`src/rtl/mem_1r1w_masked_rdport_pkg.sv`:
```
// Shared widths and the per-lane merge used to fold same-cycle writes into read data.
package mem_1r1w_pkg;

    localparam int DEF_ADDR_WIDTH = 5;
    localparam int DEF_DATA_WIDTH = 64;
    localparam int DEF_MASK_GRAN  = 8;
    localparam int RSP_DEPTH      = 3;
    localparam int MAX_DATA_WIDTH = 512;

    function automatic int mask_width(input int data_width, input int gran);
        return data_width / gran;
    endfunction

    localparam int DEF_MASK_WIDTH = mask_width(DEF_DATA_WIDTH, DEF_MASK_GRAN);

    typedef logic [MAX_DATA_WIDTH-1:0] word_t;

    // Callers zero-extend into word_t; gran is a constant at every call site so
    // the bit-to-lane division folds away.
    function automatic word_t lane_merge(input word_t old_word, input word_t new_word,
                                         input word_t mask, input int gran);
        word_t res;
        for (int b = 0; b < MAX_DATA_WIDTH; b++)
            res[b] = mask[b / gran] ? new_word[b] : old_word[b];
        return res;
    endfunction

endpackage

```
`src/rtl/mem_1r1w_masked_rdport_if.sv`:
```
// Request/response stream between a read client and the memory read-port front end.
interface mem_1r1w_masked_rdport_if import mem_1r1w_pkg::*; #(
    parameter int ADDR_WIDTH = DEF_ADDR_WIDTH,
    parameter int DATA_WIDTH = DEF_DATA_WIDTH
);
    logic                  req_valid;
    logic                  req_ready;
    logic [ADDR_WIDTH-1:0] req_addr;
    logic                  rsp_valid;
    logic                  rsp_ready;
    logic [DATA_WIDTH-1:0] rsp_data;

    modport master (
        output req_valid, req_addr, rsp_ready,
        input  req_ready, rsp_valid, rsp_data
    );

    modport slave (
        input  req_valid, req_addr, rsp_ready,
        output req_ready, rsp_valid, rsp_data
    );
endinterface

```
`src/rtl/mem_1r1w_masked_rdport_fifo.sv`:
```
// 3-entry response FIFO; head is read straight from storage registers, pointers wrap mod 3.
module mem_rsp_fifo import mem_1r1w_pkg::*; #(
    parameter int WIDTH = DEF_DATA_WIDTH
) (
    input  logic             clock,
    input  logic             reset_n,
    input  logic             push,
    input  logic [WIDTH-1:0] push_data,
    input  logic             head_ready,
    output logic             head_valid,
    output logic [WIDTH-1:0] head_data,
    output logic [1:0]       count
);
    logic [WIDTH-1:0] mem_q [RSP_DEPTH];
    logic [1:0]       rd_ptr;
    logic [1:0]       wr_ptr;
    logic [1:0]       count_q;
    logic             pop;

    function automatic logic [1:0] next_ptr(input logic [1:0] p);
        return (p == 2'(RSP_DEPTH - 1)) ? 2'd0 : p + 2'd1;
    endfunction

    assign head_valid = (count_q != 2'd0);
    assign head_data  = mem_q[rd_ptr];
    assign count      = count_q;
    assign pop        = head_valid && head_ready;

    always_ff @(posedge clock or negedge reset_n) begin
        if (!reset_n) begin
            for (int i = 0; i < RSP_DEPTH; i++) mem_q[i] <= '0;
            rd_ptr  <= '0;
            wr_ptr  <= '0;
            count_q <= '0;
        end else begin
            if (push) begin
                mem_q[wr_ptr] <= push_data;
                wr_ptr        <= next_ptr(wr_ptr);
            end
            if (pop) rd_ptr <= next_ptr(rd_ptr);
            unique case ({push, pop})
                2'b10:   count_q <= count_q + 2'd1;
                2'b01:   count_q <= count_q - 2'd1;
                default: ;
            endcase
        end
    end
endmodule

```
`src/rtl/mem_1r1w_masked_rdport.sv`:
```
// Valid/ready read front end for the 1R1W byte-masked macro, with write-before-read bypass.
module mem_1r1w_masked_rdport import mem_1r1w_pkg::*; #(
    parameter int ADDR_WIDTH = DEF_ADDR_WIDTH,
    parameter int DATA_WIDTH = DEF_DATA_WIDTH,
    parameter int MASK_GRAN  = DEF_MASK_GRAN,
    parameter int MASK_WIDTH = mask_width(DATA_WIDTH, MASK_GRAN)
) (
    input  logic                  clock,
    input  logic                  reset_n,
    mem_1r1w_masked_rdport_if.slave rd,
    input  logic                  wr_en,
    input  logic [ADDR_WIDTH-1:0] wr_addr,
    input  logic [DATA_WIDTH-1:0] wr_data,
    input  logic [MASK_WIDTH-1:0] wr_mask,
    output logic [ADDR_WIDTH-1:0] R0_addr,
    output logic                  R0_en,
    output logic                  R0_clk,
    input  logic [DATA_WIDTH-1:0] R0_data,
    output logic [ADDR_WIDTH-1:0] W0_addr,
    output logic                  W0_en,
    output logic                  W0_clk,
    output logic [DATA_WIDTH-1:0] W0_data,
    output logic [MASK_WIDTH-1:0] W0_mask
);
    logic                  acc;
    logic [1:0]            fifo_count;
    logic [2:0]            credits_used;
    logic                  inflight;
    logic [MASK_WIDTH-1:0] byp_mask;
    logic [DATA_WIDTH-1:0] byp_data;
    logic [DATA_WIDTH-1:0] merged;

    assign W0_clk  = clock;
    assign W0_en   = wr_en;
    assign W0_addr = wr_addr;
    assign W0_data = wr_data;
    assign W0_mask = wr_mask;

    // Credits count both buffered and in-flight reads, so the FIFO can never overflow
    // and req_ready never depends on rsp_ready.
    assign credits_used = {1'b0, fifo_count} + {2'b00, inflight};
    assign rd.req_ready = (credits_used < 3'(RSP_DEPTH));
    assign acc          = rd.req_valid && rd.req_ready && reset_n;

    assign R0_clk  = clock;
    assign R0_en   = acc;
    assign R0_addr = rd.req_addr;

    always_ff @(posedge clock or negedge reset_n) begin
        if (!reset_n) begin
            inflight <= 1'b0;
            byp_mask <= '0;
            byp_data <= '0;
        end else begin
            inflight <= acc;
            if (acc) begin
                byp_mask <= (wr_en && wr_addr == rd.req_addr) ? wr_mask : '0;
                byp_data <= wr_data;
            end
        end
    end

    // The macro's collision result is undefined, so masked lanes come from the captured write.
    assign merged = DATA_WIDTH'(lane_merge(MAX_DATA_WIDTH'(R0_data), MAX_DATA_WIDTH'(byp_data),
                                           MAX_DATA_WIDTH'(byp_mask), MASK_GRAN));

    mem_rsp_fifo #(.WIDTH(DATA_WIDTH)) u_fifo (
        .clock      (clock),
        .reset_n    (reset_n),
        .push       (inflight),
        .push_data  (merged),
        .head_ready (rd.rsp_ready),
        .head_valid (rd.rsp_valid),
        .head_data  (rd.rsp_data),
        .count      (fifo_count)
    );
endmodule

```
`src/flat_wrapper.sv`:
```
// flat-port wrapper written by rule: the top's interface ports become plain ports
module mem_1r1w_masked_rdport_flat import mem_1r1w_pkg::*;
#(
    parameter int ADDR_WIDTH = DEF_ADDR_WIDTH,
    parameter int DATA_WIDTH = DEF_DATA_WIDTH,
    parameter int MASK_GRAN  = DEF_MASK_GRAN,
    parameter int MASK_WIDTH = mask_width(DATA_WIDTH, MASK_GRAN)
)
  (clock, reset_n, wr_en, wr_addr, wr_data, wr_mask, R0_addr, R0_en, R0_clk, R0_data, W0_addr, W0_en, W0_clk, W0_data, W0_mask, rd_req_valid, rd_req_addr, rd_rsp_ready, rd_req_ready, rd_rsp_valid, rd_rsp_data);
  mem_1r1w_masked_rdport_if #(.ADDR_WIDTH(ADDR_WIDTH), .DATA_WIDTH(DATA_WIDTH)) rd_i ();
  input  logic clock;
  input  logic reset_n;
  input  logic wr_en;
  input  logic [ADDR_WIDTH-1:0] wr_addr;
  input  logic [DATA_WIDTH-1:0] wr_data;
  input  logic [MASK_WIDTH-1:0] wr_mask;
  output logic [ADDR_WIDTH-1:0] R0_addr;
  output logic R0_en;
  output logic R0_clk;
  input  logic [DATA_WIDTH-1:0] R0_data;
  output logic [ADDR_WIDTH-1:0] W0_addr;
  output logic W0_en;
  output logic W0_clk;
  output logic [DATA_WIDTH-1:0] W0_data;
  output logic [MASK_WIDTH-1:0] W0_mask;
  input wire logic [$bits(rd_i.req_valid)-1:0] rd_req_valid;
  input wire logic [$bits(rd_i.req_addr)-1:0] rd_req_addr;
  input wire logic [$bits(rd_i.rsp_ready)-1:0] rd_rsp_ready;
  output wire logic [$bits(rd_i.req_ready)-1:0] rd_req_ready;
  output wire logic [$bits(rd_i.rsp_valid)-1:0] rd_rsp_valid;
  output wire logic [$bits(rd_i.rsp_data)-1:0] rd_rsp_data;
  assign rd_i.req_valid = rd_req_valid;
  assign rd_i.req_addr = rd_req_addr;
  assign rd_i.rsp_ready = rd_rsp_ready;
  assign rd_req_ready = rd_i.req_ready;
  assign rd_rsp_valid = rd_i.rsp_valid;
  assign rd_rsp_data = rd_i.rsp_data;
  mem_1r1w_masked_rdport #(.ADDR_WIDTH(ADDR_WIDTH), .DATA_WIDTH(DATA_WIDTH), .MASK_GRAN(MASK_GRAN), .MASK_WIDTH(MASK_WIDTH)) u_core (.clock(clock), .reset_n(reset_n), .rd(rd_i), .wr_en(wr_en), .wr_addr(wr_addr), .wr_data(wr_data), .wr_mask(wr_mask), .R0_addr(R0_addr), .R0_en(R0_en), .R0_clk(R0_clk), .R0_data(R0_data), .W0_addr(W0_addr), .W0_en(W0_en), .W0_clk(W0_clk), .W0_data(W0_data), .W0_mask(W0_mask));
endmodule
```
`config.mk`:
```
export PLATFORM = sky130hd
export DESIGN_NAME = mem_1r1w_masked_rdport_flat
export DESIGN_NICKNAME = d
export VERILOG_FILES = /design/src/rtl/mem_1r1w_masked_rdport_pkg.sv /design/src/rtl/mem_1r1w_masked_rdport_if.sv /design/src/rtl/mem_1r1w_masked_rdport_fifo.sv /design/src/rtl/mem_1r1w_masked_rdport.sv /design/src/flat_wrapper.sv
export SDC_FILE = /design/constraint.sdc
export NUM_CORES = 1
export LEC_CHECK = 0
export BUFFER_PORTS_ARGS = -buffer_cell sky130_fd_sc_hd__buf_2
export CORE_UTILIZATION = 25
export CTS_CLUSTER_DIAMETER = 120
export DETAILED_ROUTE_END_ITERATION = 10
export HOLD_SLACK_MARGIN = 0.15
export PLACE_DENSITY_LB_ADDON = 0.05
export SLEW_MARGIN = 20
export SYNTH_ARGS = -nofsm -noshare
export SYNTH_HDL_FRONTEND = slang
export SYNTH_SLANG_ARGS = --single-unit
```
`constraint.sdc`:
```
create_clock -name clock -period 2.4 [get_ports clock]
set_input_delay 0.24 -clock clock [delete_from_list [all_inputs] [get_ports clock]]
set_output_delay 0.24 -clock clock [all_outputs]
set_load 0.01 [all_outputs]
```
# After elaboration in Yosys (flattened, before gate mapping)
# Index checks and enable logic that the tools add are counted.
# word_totals
ramBits,0
rom_bits,0
register_bits,271
elab_cells,106
latchBits,0
mem_count,0
out_inout_bits,152
# op_classes
bitwise,2
multipliers,0
add_sub_neg,5
shifts,0
muxes,74
n_reduce_logical,7
n_div,0
n_lt_le_gt_ge,4
n_eq_ne,5
# op_table
op,n
bitwise mux 192 bit,1
two-way mux 64 bit,3
binary-select mux 64 bit (select 2 bit),1
demux 64 bit (select 2 bit),1
two-way mux 1 bit,64
two-way mux 8 bit,1
adder 2 x 1 -> 2 bit (second input constant),3
equality test 2 bit (second input constant),3
>= comparator 3 bit (second input constant),2
inverter 2 -> 3 bit,2
equality test 5 bit,1
logical AND 1 bit,5
two-way mux 2 bit,2
one-hot mux 2 bit (2 select lines),1
nonzero test 2 bit,2
adder 2 x 1 -> 3 bit,1
less-than comparator 3 x 1 -> 1 bit (second input constant),1
less-than comparator 3 x 2 -> 1 bit (second input constant),1
equality test 2 x 1 -> 1 bit (second input constant),1
subtractor 2 x 1 -> 2 bit (second input constant),1

# Logic depth before layout (Yosys ltp)
# Gate-level depths: netlist of run 1.
# depth
ltp_word,6
mapped_depth,9

# Hierarchy
# Synthesis of run 1 repeated with hierarchy kept, for this count alone.
# hier_totals
hier_cells,983
hier_area_um2,13508.0
# by_module_without_submodules
mod,cells_each,area_per_inst_um2,seq_area_each_um2,n_inst
mem_rsp_fifo,644,8992.4,4954.8,1
mem_1r1w_masked_rdport,339,4515.6,1826.8,1

==> results of run 1 <==
[stage by stage]
| step | hold WS [ns] | power (mW) | util |
|---|---|---|---|
| finish | 0.321 | 21.6 | 0.344 |
| global route | 0.311 | 23.3 | 0.344 |
| CTS | 0.264 | 22.1 | 0.344 |
| detailed placement | 0.0418 | 15.7 | 0.286 |
| global placement | 0.0426 | 15.6 | 0.286 |
| floorplan | -0.0556 | 12.8 | - |
[sequential cells by signal, indices dropped and copies added, names as in the netlist]
name / flops
u_core.u_fifo.mem_q: 192
u_core.inflight: 1
u_core.byp_mask: 8
u_core.u_fifo.wr_ptr: 2
u_core.u_fifo.rd_ptr: 2
u_core.byp_data: 64
u_core.u_fifo.count: 2
[path summary, 6_finish.rpt]
kind | start | to | slack (ns) | depth (start not counted)
worst max-delay path | u_core.u_fifo.rd_ptr[1] | rd_rsp_data[6] | 0.08 | 6
worst min-delay path | wr_addr[1] | u_core.byp_mask[1] | 0.32 | 4
worst max register to register | u_core.inflight | u_core.byp_mask[7] | 0.09 | 9
worst min register to register | u_core.u_fifo.mem_q[113] | u_core.u_fifo.mem_q[113] | 0.48 | 2
max in group asynchronous | reset_n | u_core.u_fifo.mem_q[17] | 0.90 | 4
min in group asynchronous | reset_n | u_core.byp_mask[5] | 0.42 | 3
[cell type report]
| cell class | instances | area share |
|---|---|---|
| clock buffers | 62 | 0.0693 |
| clock inverters | 6 | 0.00608 |
| inverters | 5 | 0.00167 |
| multi-input cells | 755 | 0.280 |
| flip-flops and latches | 271 | 0.393 |
| well taps | 672 | 0.0487 |
| repair buffers | 483 | 0.201 |
[kinds of logic after synthesis]
logic type / after synthesis / share of synthesized area
AOI/OAI and AO/OA: 277 / 0.112
xor gates and xnor gates: 8 / 0.00552
adders and majority gates: 3 / 0.00296
buffers and inverters: 170 / 0.0878
DFF: 271 / 0.534
muxes: 193 / 0.173
and+or+nand+nor: 274 / 0.0848
[synth_stat cells]
library cell  count
nor3b_2           1
ha_1              3
buf_2            32
nor3_1            1
xnor2_1           7
nand2_1         193
inv_1             3
or2_2             1
a21o_1            2
buf_4            89
nor2_1           65
mux2_2           16
nand3_4           1
mux2_4           49
a21oi_1          64
buf_1             2
dfrtp_1         271
nand3_1           8
buf_12            6
nand3b_1          2
mux2i_1         128
inv_4             2
nand4_1           1
nor2b_1           1
xor2_1            1
o21ai_0         202
o31ai_1           8
clkbuf_1         36
a21o_4            1
[tightest hold or removal path: stages]
cell     delay [ns]
buf_2          0.09
xnor2_1        0.06
nand4_1        0.42
o31ai_2        0.11
[power by group]
group | internal (mW) | switching (mW) | leakage (nW) | total, mW
clock network | 3.73 | 2.17 | 0.644 | 5.89
logic | 3.62 | 4.18 | 3.97 | 7.80
registers | 6.77 | 1.15 | 3.16 | 7.92
total | 14.1 | 7.50 | 7.77 | 21.6
[routing by layer]
| metal | GRT usage | routed length (um) | vias to the layer above |
|---|---|---|---|
| li1 | - | - | 4711 |
| met1 | 0.202 | 18500 | 4486 |
| met2 | 0.243 | 17800 | 201 |
| met3 | 0.0400 | 1780 | 41 |
| met4 | 0.0487 | 753 | 0 |
| met5 | 0 | 0 | - |
[what timing repair did]
| item | 4_1_cts | 5_1_grt |
|---|---|---|
| pin swaps | 3 | 0 |
| hold endpoints to repair | 492 | 0 |
| hold buffers | 155 | 0 |
| setup buffers | 4 | 1 |
| resized for setup | 8 | 8 |
| cloned | 1 | 1 |
| setup endpoints to repair | 4 | 24 |
==> key figures, run 1 <==
Cells and area
  • Net count of the finished layout: 1713
  • Final standard cell count with taps included and fillers excluded: 2254
  • Area growth syn-to-layout: 36.1%
  • Sequential cell area: 6790 sq um
  • Cell area after layout: 17300 sq um
  • Fraction of layout cells with a size suffix above 1: 0.296
  • Multi-input gate area in the final layout: 4850 sq um
  • Number of inserted filler cells in the final layout: 5114
  • Most common cell after layout, fill and taps aside: buf_2
  • Number of diodes: 0
  • Most frequent cells in the layout: buf_2 (300), dfrtp_1 (269), o21ai_0 (197), nand2_1 (193), dlygate4sd3_1 (150)

CTS
  • Clock Latency Late Sink: 0.66 ns
  • Clock edge transition at the registers on the reported setup and hold paths: 0.05 ns
  • CTS tree: yes

Timing
  • Actual transition at the worst max-transition pin: 0.974 ns
  • Highest attainable clock frequency: 0.432 GHz
  • Fin worst setup slack: 0.0838 ns
  • Worst-case headroom to the max-slew limit: 0.351
  • Fin crit share: 0.965
  • RSZ-0062 raised after global routing: false
  • Worst Skew: 0.0198 ns
  • Summed negative setup slack over all endpoints: 0 ns
  • Final hold violations: 0
  • Final Max Tran Viols: 0
  • Final-report setup violation count: 0
  • Min Clock Period, post-route: 2.32 ns

Global route
  • Overall overflow remaining after global route: 0
  • Overall routing resource usage: 0.153
  • Pin count of the biggest net entering global routing: 129
  • Antenna violations before repair: 0
  • Number of global-route vias before repair: 9867
  • Global-route wire length before repair: 58900 um

Synthesis
  • Main area contributors after synthesis: dfrtp_1 (53%), mux2i_1 (10%), o21ai_0 (8.0%), mux2_4 (5.8%), nand2_1 (5.7%)
  • Cell type with the largest total area after synthesis: dfrtp_1
  • Count of unique library cells instantiated by Yosys: 29
  • Count of mapped cells out of synthesis: 1196
  • Combined area of all synthesized cells: 12700 sq um
  • Share of the synthesized area in the top cell type: 0.534
  • Synthesized area divided by synthesized cell count: 10.6 sq um
  • Portion of the post-synthesis area used by sequential elements: 0.534
  • Total nets after synthesis: 1350
  • Ys Warns: 0
  • Register bit count reported by yosys: 271

Worst hold path
  • Min-delay worst type: in -> reg

Placed design
  • Pre-CTS setup slack: 0.170 ns
  • Post-Place Cell Area: 14300 sq um
  • Dpl cells: 2030
  • Placed wire-length estimate: 23400 um
  • Port Buffers: 302
  • Last weighted congestion value of the routability-driven placer: 0.672

Critical path
  • WP data arrival: 2.08 ns
  • Largest stage delay on the critical path: 0.53 ns
  • Capturing element type of the critical path: output pin
  • WS Path Type: reg -> out
  • Critical path buffer and inverter count: 3
  • CP Max Fanout: 20
  • Cells along the critical path: nor2b_4, buf_4, clkbuf_16, nand2_1, o21ai_0, buf_2
  • Cell with the biggest individual delay on the critical path: dfrtp_4
  • Data required time of the worst path: 2.16 ns
  • Critical path's top delay family: buffers and inverters
  • Startpoint kind of the worst setup timing path: register

Die
  • Die boundary width: 227 um
  • Initial core utilization: 0.253
  • Die area: 51700 sq um
  • Cell row count: 82
  • Top Ports: 303
  • Floorplan core area: 50200 sq um
  • Die extent in y: 227 um

Route
  • First-pass iteration count of the detailed router: 6
  • Wirelength, routed: 38800 um
  • Number of vias in the routed layout: 9439
  • Number of DRC violations after detailed-routing iteration 0: 328
  • Via-per-instance ratio: 4.19
  • Remaining DRCs: 0
  • Routed length per instance: 17.2 um
  • Number of nets still failing antenna checks after routing: 0

Run status
  • Outcome: finished, final reports clean

Power and ir drop
  • Total power divided by cell area: 1250 nW/um^2
  • VDD IR max: 786 uV
  • Static Leak: 7.77 nW

Flow run
  • Max_cap viols: 0
No activity file was read; power rests on OpenSTA's default activity.
==> run 2, diff against run 1 <==
--- a/config.mk
+++ b/config.mk
@@ -7,6 +7,7 @@
 export LEC_CHECK = 0
 export BUFFER_PORTS_ARGS = -buffer_cell sky130_fd_sc_hd__buf_2
 export CORE_UTILIZATION = 25
+export CTS_BUF_LIST = sky130_fd_sc_hd__clkbuf_16
 export CTS_CLUSTER_DIAMETER = 120
 export DETAILED_ROUTE_END_ITERATION = 10
 export HOLD_SLACK_MARGIN = 0.15
==> key figures, run 2 (synthesis gave the netlist of run 1 again) <==
Run status
  • Outcome: finished, final reports clean (unchanged)

Critical path
  • Startpoint kind of the worst setup timing path: register (unchanged)
  • WS Path Type: reg -> out (unchanged)
  • Data required time of the worst path: 2.16 ns (about the same)
  • WP data arrival: 2.08 ns (about the same)
  • CP Max Fanout: 20 (unchanged)
  • Capturing element type of the critical path: output pin (unchanged)

Cells and area
  • Number of diodes: 0 (unchanged)
  • Most common cell after layout, fill and taps aside: buf_2 (unchanged)
  • Fraction of layout cells with a size suffix above 1: 0.291 (was 0.296)
  • Area growth syn-to-layout: 35.3% (was 36.1%)
  • Cell area after layout: 17200 sq um (was 17300 sq um)
  • Reg with most FFs: u_core.u_fifo.mem_q (unchanged)
  • Net count of the finished layout: 1712 (was 1713)
  • Number of flip-flops under the largest register name: 192 (unchanged)
  • Largest registers: u_core.u_fifo.mem_q x192, u_core.byp_data x64, u_core.byp_mask x8 (unchanged)
  • Most frequent cells in the layout: buf_2 (300), dfrtp_1 (269), o21ai_0 (197), nand2_1 (193), dlygate4sd3_1 (149) (was buf_2 (300), dfrtp_1 (269), o21ai_0 (197), nand2_1 (193), dlygate4sd3_1 (150))

Route
  • First-pass iteration count of the detailed router: 4 (was 6)
  • Number of nets still failing antenna checks after routing: 0 (unchanged)
  • Number of vias in the routed layout: 9459 (was 9439)
  • Wirelength, routed: 38900 um (was 38800 um)
  • Number of DRC violations after detailed-routing iteration 0: 337 (was 328)
  • Via-per-instance ratio: 4.20 (was 4.19)
  • Routed length per instance: 17.3 um (was 17.2 um)
  • Remaining DRCs: 0 (unchanged)

Placed design
  • Post-Place Cell Area: 14300 sq um (unchanged)
  • Last weighted congestion value of the routability-driven placer: 0.672 (unchanged)
  • Port Buffers: 302 (unchanged)
  • Placed wire-length estimate: 23400 um (unchanged)
  • Pre-CTS setup slack: 0.170 ns (unchanged)

Timing
  • RSZ-0062 raised after global routing: false (unchanged)
  • Min Clock Period, post-route: 2.32 ns (about the same)
  • Final hold violations: 0 (unchanged)
  • Highest attainable clock frequency: 0.432 GHz (about the same)
  • Worst Skew: 0.0190 ns (was 0.0198 ns)
  • Final-report setup violation count: 0 (unchanged)
  • Actual transition at the worst max-transition pin: 0.968 ns (was 0.974 ns)
  • Final Max Tran Viols: 0 (unchanged)
  • Fin crit share: 0.965 (about the same)
  • Fin worst setup slack: 0.0833 ns (was 0.0838 ns)
  • Worst-case headroom to the max-slew limit: 0.354 (was 0.351)

Global route
  • Overall routing resource usage: 0.153 (about the same)
  • Overall overflow remaining after global route: 0 (unchanged)
  • Antenna violations before repair: 0 (unchanged)
  • Global-route wire length before repair: 58900 um (about the same)
  • Number of global-route vias before repair: 9870 (was 9867)
  • Pin count of the biggest net entering global routing: 129 (unchanged)

Die
  • Die extent in y: 227 um (unchanged)
  • Cell row count: 82 (unchanged)
  • Floorplan core area: 50200 sq um (unchanged)
  • Die boundary width: 227 um (unchanged)
  • Top Ports: 303 (unchanged)
  • Initial core utilization: 0.253 (unchanged)
  • Die area: 51700 sq um (unchanged)

Power and ir drop
  • P_sw: 7.50 mW (about the same)
  • VDD IR max: 786 uV (about the same)
  • Clock network fraction of design power: 0.261 (was 0.273)
  • Net switching fraction of the power: 0.352 (was 0.347)
  • Overall power consumption: 21.3 mW (was 21.6 mW)
  • Total power divided by cell area: 1240 nW/um^2 (was 1250 nW/um^2)
  • Static Leak: 7.76 nW (was 7.77 nW)
  • Fraction of power consumed by sequential logic: 0.372 (was 0.367)
  • Portion of total power attributed to combinational logic: 0.367 (was 0.361)
  • Int Pwr: 13.8 mW (was 14.1 mW)

CTS
  • CTS tree: yes (unchanged)
  • Clock Latency Late Sink: 0.65 ns (was 0.66 ns)
  • Clock edge transition at the registers on the reported setup and hold paths: 0.05 ns (about the same)

Flow run
  • Max_cap viols: 0 (unchanged)

Worst hold path
  • Min-delay worst type: in -> reg (unchanged)
run 2: cell count changes in the layout (fill, tap and decap cells not counted), sizes merged:
| cell | before | now |
|---|---|---|
| dlygate4sd3 | 150 | 149 |
| clkbuf | 61 | 42 |
| inv | 5 | 15 |
| clkinv | 3 | 12 |
run 2: path summary, 6_finish.rpt:
path,startpoint,endpoint,slack (ns),cells after the start
worst min register to register,u_core.u_fifo.mem_q[125],u_core.u_fifo.mem_q[125],0.48,2
min in group asynchronous,reset_n,u_core.byp_mask[5],0.42,3
worst max register to register,u_core.inflight,u_core.byp_mask[4],0.11,9
worst min-delay path,wr_addr[1],u_core.byp_mask[1],0.29,4
worst max-delay path,u_core.u_fifo.rd_ptr[1],rd_rsp_data[6],0.08,6
max in group asynchronous,reset_n,u_core.u_fifo.mem_q[17],0.90,4
run 2: metal layers:
layer,vias up,share of wire,global-route usage,routed length [um]
met5,-,0,0,0
li1,4708,-,-,-
met1,4507,0.48,0.202,18500
met2,200,0.46,0.243,17900
met4,0,0.020,0.0489,777
met3,44,0.044,0.0400,1710
run 2: power groups by stage:
stage	sequential, mW	combinational, mW	clock (mW)
floorplan	7.66	5.02	0.0687
global placement	7.98	7.53	0.0504
detailed placement	8.00	7.65	0.0504
CTS	7.94	7.96	5.81
global route	8.21	8.78	5.98
finish	7.92	7.81	5.55
run 2: area by class of cell:
class | count | area (sq um)
inverters | 5 | 28.8
well taps | 672 | 841
clock inverters | 25 | 176
multi-input cells | 755 | 4850
clock buffers | 43 | 1040
repair buffers | 482 | 3470
flip-flops and latches | 271 | 6790
fillers | 5121 | 33000
run 2: timing repair:
action | 4_1_cts | 5_1_grt
hold buffers | 154 | 0
setup buffers | 4 | 1
cloned | 1 | 1
pin swaps | 3 | 0
endpoints found under the hold margin | 492 | 0
resized for setup | 8 | 8
setup endpoints to repair | 4 | 24
run 2: critical path, cell delays in order, from the launching register on:
cell       delay (ns)
dfrtp_4          0.53
nor2b_4          0.18
buf_4            0.16
clkbuf_16        0.20
nand2_1          0.06
o21ai_0          0.09
buf_2            0.18
run 2: stage by stage:
stage / util / hold WS, ns / setup TNS (ns) / instances
2_1_floorplan: - / -0.0556 / 0 / 1196
3_3_place_gp: 0.286 / 0.0426 / 0 / 2030
3_5_place_dp: 0.286 / 0.0418 / 0 / 2030
4_1_cts: 0.342 / 0.261 / -0.00182 / 2255
5_1_grt: 0.342 / 0.309 / 0 / 2253
6_report: 0.342 / 0.288 / 0 / 2253
==> run 3, diff against run 2 <==
--- a/config.mk
+++ b/config.mk
@@ -12,6 +12,8 @@
 export DETAILED_ROUTE_END_ITERATION = 10
 export HOLD_SLACK_MARGIN = 0.15
 export PLACE_DENSITY_LB_ADDON = 0.05
+export REMOVE_ABC_BUFFERS = 1
+export SETUP_SLACK_MARGIN = 0.4
 export SLEW_MARGIN = 20
 export SYNTH_ARGS = -nofsm -noshare
 export SYNTH_HDL_FRONTEND = slang
==> key figures, run 3 (synthesis gave the netlist of run 1 again) <==
Run status
  • Outcome: finished, final reports clean (unchanged)

Timing
  • Final-report setup violation count: 0 (unchanged)
  • Final Max Tran Viols: 0 (unchanged)
  • Fin crit share: 0.962 (was 0.965)
  • Hold WS: 0.112 ns (was 0.288 ns)
  • Fin worst setup slack: 0.0920 ns (was 0.0833 ns)
  • Final hold violations: 0 (unchanged)
  • Actual transition at the worst max-transition pin: 0.925 ns (was 0.968 ns)
  • Highest attainable clock frequency: 0.433 GHz (was 0.432 GHz)
  • Min Clock Period, post-route: 2.31 ns (was 2.32 ns)
  • RSZ-0062 raised after global routing: true (was false)
  • Worst Skew: 0.0165 ns (was 0.0190 ns)
  • Worst-case headroom to the max-slew limit: 0.383 (was 0.354)

Cells and area
  • Area growth syn-to-layout: 48.1% (was 35.3%)
  • Most common cell after layout, fill and taps aside: buf_2 (unchanged)
  • Net count of the finished layout: 1746 (was 1712)
  • Number of flip-flops under the largest register name: 192 (unchanged)
  • Reg with most FFs: u_core.u_fifo.mem_q (unchanged)
  • Number of inserted filler cells in the final layout: 4999 (was 5121)
  • Largest registers: u_core.u_fifo.mem_q x192, u_core.byp_data x64, u_core.byp_mask x8 (unchanged)
  • Multi-input gate area in the final layout: 5530 sq um (was 4850 sq um)
  • Fraction of layout cells with a size suffix above 1: 0.383 (was 0.291)
  • Final standard cell count with taps included and fillers excluded: 2288 (was 2253)
  • Sequential cell area: 6790 sq um (unchanged)
  • Number of diodes: 0 (unchanged)
  • Most frequent cells in the layout: buf_2 (276), dfrtp_1 (269), dlygate4sd3_1 (146), o21ai_0 (138), nand2_1 (130) (was buf_2 (300), dfrtp_1 (269), o21ai_0 (197), nand2_1 (193), dlygate4sd3_1 (149))

Power and ir drop
  • Portion of total power attributed to combinational logic: 0.444 (was 0.367)
  • P_sw: 9.01 mW (was 7.50 mW)
  • VDD IR max: 587 uV (was 786 uV)
  • Clock network fraction of design power: 0.223 (was 0.261)
  • Fraction of power consumed by sequential logic: 0.333 (was 0.372)
  • Int Pwr: 15.6 mW (was 13.8 mW)
  • Static Leak: 8.62 nW (was 7.76 nW)
  • Net switching fraction of the power: 0.366 (was 0.352)
  • Overall power consumption: 24.6 mW (was 21.3 mW)
  • Total power divided by cell area: 1310 nW/um^2 (was 1240 nW/um^2)

Route
  • Number of DRC violations after detailed-routing iteration 0: 357 (was 337)
  • First-pass iteration count of the detailed router: 4 (unchanged)
  • Number of vias in the routed layout: 9819 (was 9459)
  • Routed length per instance: 19.0 um (was 17.3 um)
  • Number of nets still failing antenna checks after routing: 0 (unchanged)
  • Via-per-instance ratio: 4.29 (was 4.20)
  • Remaining DRCs: 0 (unchanged)
  • Wirelength, routed: 43500 um (was 38900 um)

Flow run
  • Max_cap viols: 0 (unchanged)

CTS
  • Number of hold buffers added after CTS: 148 (was 154)
  • CTS tree: yes (unchanged)
  • Clock edge transition at the registers on the reported setup and hold paths: 0.06 ns (was 0.05 ns)
  • Clock Latency Late Sink: 0.65 ns (about the same)

Global route
  • Pin count of the biggest net entering global routing: 103 (was 129)
  • Global-route wire length before repair: 62600 um (was 58900 um)
  • Antenna violations before repair: 1 (was 0)
  • Overall overflow remaining after global route: 0 (unchanged)
  • Overall routing resource usage: 0.166 (was 0.153)
  • Number of global-route vias before repair: 9842 (was 9870)

Critical path
  • Startpoint kind of the worst setup timing path: register (unchanged)
  • CP Max Fanout: 2 (was 20)
  • WS Path Type: reg -> out (unchanged)
  • Data required time of the worst path: 2.16 ns (about the same)
  • Capturing element type of the critical path: output pin (unchanged)
  • WP data arrival: 2.07 ns (was 2.08 ns)

Die
  • Die area: 51700 sq um (unchanged)
  • Top Ports: 303 (unchanged)
  • Die extent in y: 227 um (unchanged)
  • Cell row count: 82 (unchanged)
  • Floorplan core area: 50200 sq um (unchanged)
  • Initial core utilization: 0.253 (unchanged)
  • Die boundary width: 227 um (unchanged)

Placed design
  • Last weighted congestion value of the routability-driven placer: 0.685 (was 0.672)
  • Dpl cells: 2030 (unchanged)
  • Pre-CTS setup slack: 0.0843 ns (was 0.170 ns)
  • Port Buffers: 302 (unchanged)
  • Placed wire-length estimate: 23300 um (was 23400 um)

Worst hold path
  • Min-delay worst type: in -> reg (unchanged)
run 3: changes by cell type in the layout (fill, tap and decap cells not counted), sizes merged:
cell	delta
bufinv	-2
clkinv	+2
bufbuf	-1
clkbuf	+7
dlymetal6s4s	-1
inv	-1
buf	+34
dlygate4sd3	-3
run 3: metal layers:
layer / global-route usage / wire length [um] / part of all wire / vias up
li1: - / - / - / 4798
met1: 0.221 / 20300 / 0.47 / 4753
met2: 0.274 / 20800 / 0.48 / 226
met3: 0.0332 / 1810 / 0.042 / 42
met4: 0.0444 / 657 / 0.015 / 0
met5: 0 / 0 / 0 / -
run 3: metrics by stage:
stage	utilization	instance area [sq um]	TNS, ns
finish	0.375	18800	0
floorplan	-	11600	-362.98
global route	0.375	18800	0
global placement	0.285	14300	0
CTS	0.361	18100	0
detailed placement	0.285	14300	0
run 3: worst paths after layout:
path | startpoint | cells after the start | endpoint | slack (ns)
hold / removal | reset_n | 4 | u_core.byp_mask[3] | 0.11
min in group asynchronous | reset_n | 4 | u_core.u_fifo.mem_q[137] | 0.27
hold reg to reg | u_core.u_fifo.mem_q[31] | 2 | u_core.u_fifo.mem_q[31] | 0.48
setup / recovery | u_core.inflight | 8 | R0_en | 0.09
max in group asynchronous | reset_n | 5 | u_core.u_fifo.mem_q[45] | 0.96
setup reg to reg | u_core.inflight | 11 | u_core.byp_data[58] | 0.23
run 3: final cells by class:
class / count / share of cell area
clock buffer: 45 / 0.0577
clock inverter: 24 / 0.00658
inverter: 5 / 0.00153
multi-input combinational: 755 / 0.294
sequential: 271 / 0.361
tap: 672 / 0.0447
timing repair buffer: 516 / 0.235
run 3: what timing repair did:
action	CTS	global route
gates resized for setup	178	147
buffers inserted	13	8
endpoints found under the setup margin	130	130
pin swaps	38	27
endpoints found under the hold margin	537	8
gates cloned	16	6
run 3: power by group through the flow:
stage | registers, mW | logic [mW] | clock network [mW]
2_1_floorplan | 7.92 | 4.47 | 0
3_3_place_gp | 7.98 | 7.56 | 0.0504
3_5_place_dp | 8.00 | 7.65 | 0.0504
4_1_cts | 8.06 | 10.1 | 5.71
5_1_grt | 8.48 | 12.0 | 5.90
6_report | 8.20 | 10.9 | 5.48
run 3: worst max-delay path, cell delays in order (launching register included):
cell and delay [ns]:
dfrtp_1 0.38, ha_2 0.20, ha_4 0.21, a21o_4 0.20, inv_4 0.05, nand3_4 0.08
inv_8 0.07, buf_12 0.11, buf_6 0.10
